===== src/rtl/sad_window_disp.sv =====
// ---------------------------------------------------------------------------
// sad_window_disp
//
// Block-matching disparity engine for a single centre pixel. For each
// candidate disparity d it streams a WxW window from the left and right
// pixel BRAMs (right window offset d columns to the left), accumulates the
// sum of absolute differences and keeps the smallest SAD seen. A request
// whose window would leave the image, or that asks for an unsupported
// window size, is rejected without touching the BRAMs.
//
// Ports:
//   clka            sole clock, rising edge
//   reset           synchronous, active-high
//   go              start request, only looked at while idle
//   window          3'b011 / 3'b101 / 3'b111 selects 3x3 / 5x5 / 7x7
//   row, col        centre pixel, captured together with go
//   l_en, l_addr    left BRAM read port (data returns one cycle later)
//   l_dout          left BRAM read data
//   r_en, r_addr    right BRAM read port (data returns one cycle later)
//   r_dout          right BRAM read data
//   busy            high while a request is being worked on
//   done            one-cycle pulse, result outputs just updated
//   err             qualifies done: request was rejected
//   disp, min_sad   best disparity and its SAD, held until the next done
// ---------------------------------------------------------------------------
module sad_window_disp #(
  parameter int PIX_W    = 8,
  parameter int IMG_COLS = 640,
  parameter int IMG_ROWS = 480,
  parameter int ADDR_W   = 32,
  parameter int MAX_DISP = 64,
  parameter int DISP_W   = 6,
  parameter int SAD_W    = 14
) (
  input  logic              clka,
  input  logic              reset,
  input  logic              go,
  input  logic [2:0]        window,
  input  logic [11:0]       row,
  input  logic [11:0]       col,
  output logic              l_en,
  output logic [ADDR_W-1:0] l_addr,
  input  logic [PIX_W-1:0]  l_dout,
  output logic              r_en,
  output logic [ADDR_W-1:0] r_addr,
  input  logic [PIX_W-1:0]  r_dout,
  output logic              busy,
  output logic              done,
  output logic              err,
  output logic [DISP_W-1:0] disp,
  output logic [SAD_W-1:0]  min_sad
);

  typedef enum logic [2:0] {
    S_IDLE, S_LOAD, S_ISSUE, S_DRAIN, S_CMP, S_DONE
  } state_t;

  localparam logic [31:0] ROW_LAST  = 32'(IMG_ROWS - 1);
  localparam logic [31:0] COL_LAST  = 32'(IMG_COLS - 1);
  localparam logic [31:0] DISP_LAST = 32'(MAX_DISP - 1);

  state_t              state;
  logic [2:0]          win_r;
  logic [11:0]         row_r, col_r;
  logic [2:0]          wr, wc;
  logic [DISP_W-1:0]   d, nd_last, best_d;
  logic [SAD_W-1:0]    acc, best_sad;
  logic                rd_vld, rej;

  logic [1:0]          h;
  logic                win_ok, in_range;
  logic [2:0]          wmax;
  logic [31:0]         row32, col32, h32, col_off;
  logic [DISP_W-1:0]   nd_last_c;
  logic [2:0]          nwr, nwc;
  logic [DISP_W-1:0]   ndisp;
  logic [ADDR_W-1:0]   nxt_l_addr, nxt_r_addr;
  logic [PIX_W-1:0]    diff;
  logic                issue_last;

  // Half-width of the selected window; unsupported codes leave win_ok low.
  always_comb begin
    h      = 2'd0;
    win_ok = 1'b0;
    case (win_r)
      3'b011:  begin h = 2'd1; win_ok = 1'b1; end
      3'b101:  begin h = 2'd2; win_ok = 1'b1; end
      3'b111:  begin h = 2'd3; win_ok = 1'b1; end
      default: ;
    endcase
  end

  assign wmax     = {h, 1'b0};
  assign row32    = 32'(row_r);
  assign col32    = 32'(col_r);
  assign h32      = 32'(h);
  assign in_range = (row32 >= h32) && (row32 + h32 <= ROW_LAST) &&
                    (col32 >= h32) && (col32 + h32 <= COL_LAST);

  // Last candidate is min(MAX_DISP, col-h+1)-1, so the right window never
  // reaches a column left of 0.
  assign col_off   = col32 - h32;
  assign nd_last_c = (col_off > DISP_LAST) ? DISP_W'(MAX_DISP - 1)
                                           : col_off[DISP_W-1:0];

  // Window coordinates of the read pair issued on the next cycle; the
  // addresses are registered so the BRAM sees clean flop outputs.
  always_comb begin
    nwr   = wr;
    nwc   = wc;
    ndisp = d;
    case (state)
      S_LOAD: begin
        nwr   = 3'd0;
        nwc   = 3'd0;
        ndisp = '0;
      end
      S_CMP: begin
        nwr   = 3'd0;
        nwc   = 3'd0;
        ndisp = d + 1'b1;
      end
      S_ISSUE: begin
        if (wc == wmax) begin
          nwc = 3'd0;
          nwr = wr + 3'd1;
        end else begin
          nwc = wc + 3'd1;
        end
      end
      default: ;
    endcase
  end

  assign nxt_l_addr = (ADDR_W'(row_r) - ADDR_W'(h) + ADDR_W'(nwr)) * ADDR_W'(IMG_COLS)
                    + ADDR_W'(col_r) - ADDR_W'(h) + ADDR_W'(nwc);
  assign nxt_r_addr = nxt_l_addr - ADDR_W'(ndisp);

  assign issue_last = (wr == wmax) && (wc == wmax);
  assign diff       = (l_dout >= r_dout) ? (l_dout - r_dout) : (r_dout - l_dout);

  // Main sequencer. rd_vld trails l_en by one cycle and marks the cycle in
  // which BRAM data is present, so the last pair lands during DRAIN.
  always_ff @(posedge clka) begin
    if (reset) begin
      state    <= S_IDLE;
      win_r    <= '0;
      row_r    <= '0;
      col_r    <= '0;
      wr       <= '0;
      wc       <= '0;
      d        <= '0;
      nd_last  <= '0;
      best_d   <= '0;
      acc      <= '0;
      best_sad <= '0;
      rd_vld   <= 1'b0;
      rej      <= 1'b0;
      l_en     <= 1'b0;
      r_en     <= 1'b0;
      l_addr   <= '0;
      r_addr   <= '0;
      busy     <= 1'b0;
      done     <= 1'b0;
      err      <= 1'b0;
      disp     <= '0;
      min_sad  <= '0;
    end else begin
      done   <= 1'b0;
      rd_vld <= l_en;
      if (rd_vld) acc <= acc + {{(SAD_W-PIX_W){1'b0}}, diff};

      case (state)
        S_IDLE: begin
          if (go) begin
            win_r <= window;
            row_r <= row;
            col_r <= col;
            busy  <= 1'b1;
            state <= S_LOAD;
          end
        end

        S_LOAD: begin
          wr       <= '0;
          wc       <= '0;
          d        <= '0;
          acc      <= '0;
          best_sad <= '1;
          best_d   <= '0;
          if (win_ok && in_range) begin
            rej     <= 1'b0;
            nd_last <= nd_last_c;
            l_en    <= 1'b1;
            r_en    <= 1'b1;
            l_addr  <= nxt_l_addr;
            r_addr  <= nxt_r_addr;
            state   <= S_ISSUE;
          end else begin
            rej   <= 1'b1;
            busy  <= 1'b0;
            state <= S_DONE;
          end
        end

        S_ISSUE: begin
          wr <= nwr;
          wc <= nwc;
          if (issue_last) begin
            l_en  <= 1'b0;
            r_en  <= 1'b0;
            state <= S_DRAIN;
          end else begin
            l_addr <= nxt_l_addr;
            r_addr <= nxt_r_addr;
          end
        end

        S_DRAIN: state <= S_CMP;

        // Strict less-than keeps the smallest disparity on ties.
        S_CMP: begin
          if (acc < best_sad) begin
            best_sad <= acc;
            best_d   <= d;
          end
          acc <= '0;
          if (d == nd_last) begin
            busy  <= 1'b0;
            state <= S_DONE;
          end else begin
            d      <= ndisp;
            wr     <= '0;
            wc     <= '0;
            l_en   <= 1'b1;
            r_en   <= 1'b1;
            l_addr <= nxt_l_addr;
            r_addr <= nxt_r_addr;
            state  <= S_ISSUE;
          end
        end

        S_DONE: begin
          done    <= 1'b1;
          disp    <= best_d;
          min_sad <= best_sad;
          err     <= rej;
          state   <= S_IDLE;
        end

        default: state <= S_IDLE;
      endcase
    end
  end

endmodule


===== config.mk =====
export PLATFORM = sky130hd
export DESIGN_NAME = sad_window_disp
export DESIGN_NICKNAME = d
export VERILOG_FILES = /design/src/rtl/sad_window_disp.sv
export SDC_FILE = /design/constraint.sdc
export NUM_CORES = 1
export LEC_CHECK = 0
export CAP_MARGIN = 10
export CELL_PAD_IN_SITES_DETAIL_PLACEMENT = 0
export CELL_PAD_IN_SITES_GLOBAL_PLACEMENT = 1
export CORE_MARGIN = 3
export CORE_UTILIZATION = 46
export CTS_CLUSTER_DIAMETER = 30
export DETAILED_ROUTE_END_ITERATION = 10
export PLACE_DENSITY = 0.92
export RECOVER_POWER = 50
export SLEW_MARGIN = 40
export SYNTH_ARGS = -nofsm -noshare
export SYNTH_HDL_FRONTEND = slang
export SYNTH_SLANG_ARGS = --single-unit

===== constraint.sdc =====
create_clock -name clka -period 15.4 [get_ports clka]
set_clock_uncertainty 0.2 [all_clocks]
set_input_delay 3.08 -clock clka [delete_from_list [all_inputs] [get_ports clka]]
set_output_delay 3.08 -clock clka [all_outputs]
set_load 0.1 [all_outputs]

==> flow_summary.toml <==
[critical_path]
crit_fanout = 8
end_kind = "flip-flop"
cp.arrival_ns = 9.47
critPathLaunch = "win_r[0]"
critPathCapture = "r_addr[30]"
cpMostUsedCell = "ha_1"
reg2reg_slack_ns = 6.04
worst_path_max_delay_cell = "a2111oi_0"
r2r_cells = 33
reg2reg_from = "win_r[0]"
required_ns = 15.52
critical_path_buf_inv_count = 1
cp_slowest_stage_delay_ns = 0.89
cpLargestDelayFamily = "compound AO/OA/AOI/OAI gates"
worstSetupPathType = "flip-flop to flip-flop"
start_kind = "flip-flop"
cp.depth = 33
timing.rr.end = "r_addr[30]"

[placement]
place.gp.congestion = 0.903
placed_cell_area_sq_um = 13700
portBuffers = 134
dp_hpwl_mm = 25.1
dp_cells = 2050
pre_cts_slack_ns = 6.23

[flow_run]
cap_violations = 2

[clock_tree]
post_cts_buffers = 0
clk_pin_slew_ns = 0.09
insertion_delay_ns = 0.45
cts_tree = "built"
cts_sinks = 172
clockBufferDepth = 2
cts_made_buffers = 17
cts.root.buffer_cell = "clkbuf_16"
htreeDepth = 4
holdBufCountCts = 0
post_cts_resized = 0

[logic_synthesis]
synth_cells = 1656
ys_warn_count = 0
synth_cell_type_count = 78
synth-edff-count = 0
syn_avg_cell_area_sq_um = 7.62
ys_ff_latch = 172
yosysSeqAreaShare = 0.273
syn_nets = 1831
synthFlopType = "dfxtp_1"
async_flop_share = 0
syn_area_sq_um = 12600

[drt]
drt-initial-drc-count = 806
viasPerCell = 5.67
dr_total_vias = 11800
drtAntennaViolNets = 0
totalWireLength_mm = 33.0
wire_per_inst_microns = 15.9
drc_errors = 0
drt_pass1_iterations = 5

[sta]
setup_ws_ns = 6.04
clock.fmax_mhz = 107
drv_slew = 163
whs_ns = 0.254
setup_violations = 0
rsz0062_at_grt = "no"
maxSlewHeadroom = -1.67
timing.final.crit_share = 0.608
hold_viol_final = 0
tightest_slew_ns = 4.00
fin_crit_ns = 9.36
setup-tns-final_ns = 0

[run_status]
violations = "capacitance limit, slew limit"
outcome = "complete, but fails checks"

[floorplan]
ios = 135
core_sq_um = 27000
die_w_microns = 172
die_area_sq_um = 29500
die_h_microns = 172
rows = 60
initial_utilization = 0.468

[final_layout]
drive_above_1_share = 0.0632
antennaDiodeCount = 0
fillers = 2620
final-seq-area_sq_um = 3440
area_growth_pct = 12.8
layout.cells.non_filler = 2082
post-route-cell-area_sq_um = 14200
multi_input_area_sq_um = 8440
finalNetCount = 1903

[power_and_ir_drop]
p_leak_nw = 5.87
p_per_area_nw_per_um2 = 183
ir_drop_v = 0.000115

[global_routing]
grt_pass1_wl_mm = 53.6
overflow = 0
grt_max_degree = 93
antenna_found_initial = 0
grt_pass1_vias = 10600
grtUsageTotal = 0.220

[hold_path]
min_path_type = "flip-flop to flip-flop"
==> layout by cell type, fill, tap and decap left out, types with 17 or more instances in the layout <==
cell             synthesis  layout
a211oi_1                30      30
a21o_1                  22      22
a21oi_1                163     162
buf_2                    5      32
clkbuf_1                76      59
clkbuf_16                0      17
clkdlybuf4s50_1          0      44
dfxtp_1                172     172
ha_1                   117     117
inv_1                  121     121
mux2i_1                 17      17
nand2_1                219     218
nand3_1                 56      56
nor2_1                 143     143
nor3_1                  37      37
o211ai_1                22      22
o21a_1                  19      19
o21ai_0                 48      47
o22ai_1                 19      19
or3_1                   20      20
xnor2_1                 64      64
xor2_1                  43      42
==> layer usage <==
layer	GRT usage	part of all wire	wire length (microns)	up-vias
li1	-	-	-	5956
met1	0.318	0.49	16100	5514
met2	0.345	0.45	14900	307
met3	0.0391	0.050	1650	31
met4	0.0472	0.011	365	0
met5	0	0	0	-
==> area by class of cell <==
class                           instances  share of cell area
Tap cell                              341              0.0299
Clock buffer                           17              0.0299
Clock inverter                         15              0.0131
Multi-Input combinational cell       1275               0.593
Inverter                              121              0.0319
Timing Repair Buffer                  141              0.0609
Sequential cell                       172               0.242
==> worst reg2reg max path, delay by kind of cell (launching register included) <==
kind | cells | cell delay, ns
buf+inv | 1 | 0.07
flops | 1 | 0.44
compound gates | 15 | 3.90
xor+xnor | 4 | 0.85
simple gates | 9 | 2.43
fa+ha+maj | 4 | 1.34
==> worst min path at each step <==
stage,start,endpoint,depth (start not counted)
5_1_grt,r_addr[7],r_addr[7],2
4_1_cts,r_addr[7],r_addr[7],2
6_report,min_sad[3],min_sad[3],2
2_1_floorplan,best_d[5],disp[5],2
3_3_place_gp,l_addr[17],l_addr[17],2
3_5_place_dp,r_addr[7],r_addr[7],2
==> cell usage after synthesis, types with 17 or more instances <==
library cell / instances / share of area
o21a_1: 19 / 0.011
nand2_1: 219 / 0.065
xnor2_1: 64 / 0.044
o22ai_1: 19 / 0.0094
a211oi_1: 30 / 0.018
mux2i_1: 17 / 0.013
o21ai_0: 48 / 0.019
a21o_1: 22 / 0.013
ha_1: 117 / 0.12
o211ai_1: 22 / 0.013
a21oi_1: 163 / 0.065
nor2_1: 143 / 0.043
xor2_1: 43 / 0.030
clkbuf_1: 76 / 0.023
or3_1: 20 / 0.0099
nor3_1: 37 / 0.015
nand3_1: 56 / 0.022
inv_1: 121 / 0.036
dfxtp_1: 172 / 0.27
==> state kept, by name (all words and copies together), names as in the netlist <==
signal,count
l_addr,32
r_addr,32
acc,14
best_sad,14
min_sad,14
col_r,12
row_r,12
best_d,6
d,6
disp,6
nd_last,6
state,3
wc,3
win_r,3
wr,3
busy,1
done,1
err,1
r_en,1
rd_vld,1
rej,1
==> cell families after synthesis <==
family	after synthesis	synth area share
fa+ha+maj	129	0.135
xor+xnor	108	0.0760
buf+inv	209	0.0633
mux	25	0.0206
simple gates	590	0.216
compound gates	423	0.216
flops	172	0.273
==> per-stage QoR <==
step           total power [mW]  utilization
6_report                   2.61        0.529
5_1_grt                    2.78        0.529
4_1_cts                    2.62        0.531
3_5_place_dp               2.16        0.508
3_3_place_gp               2.20        0.524
2_1_floorplan              1.84            -
==> power breakdown <==
group	internal, mW	total, mW	switching (mW)
logic	0.448	1.58	1.13
registers	0.523	0.582	0.0590
clock network	0.222	0.446	0.224
Power figures use the tool's default switching activity.
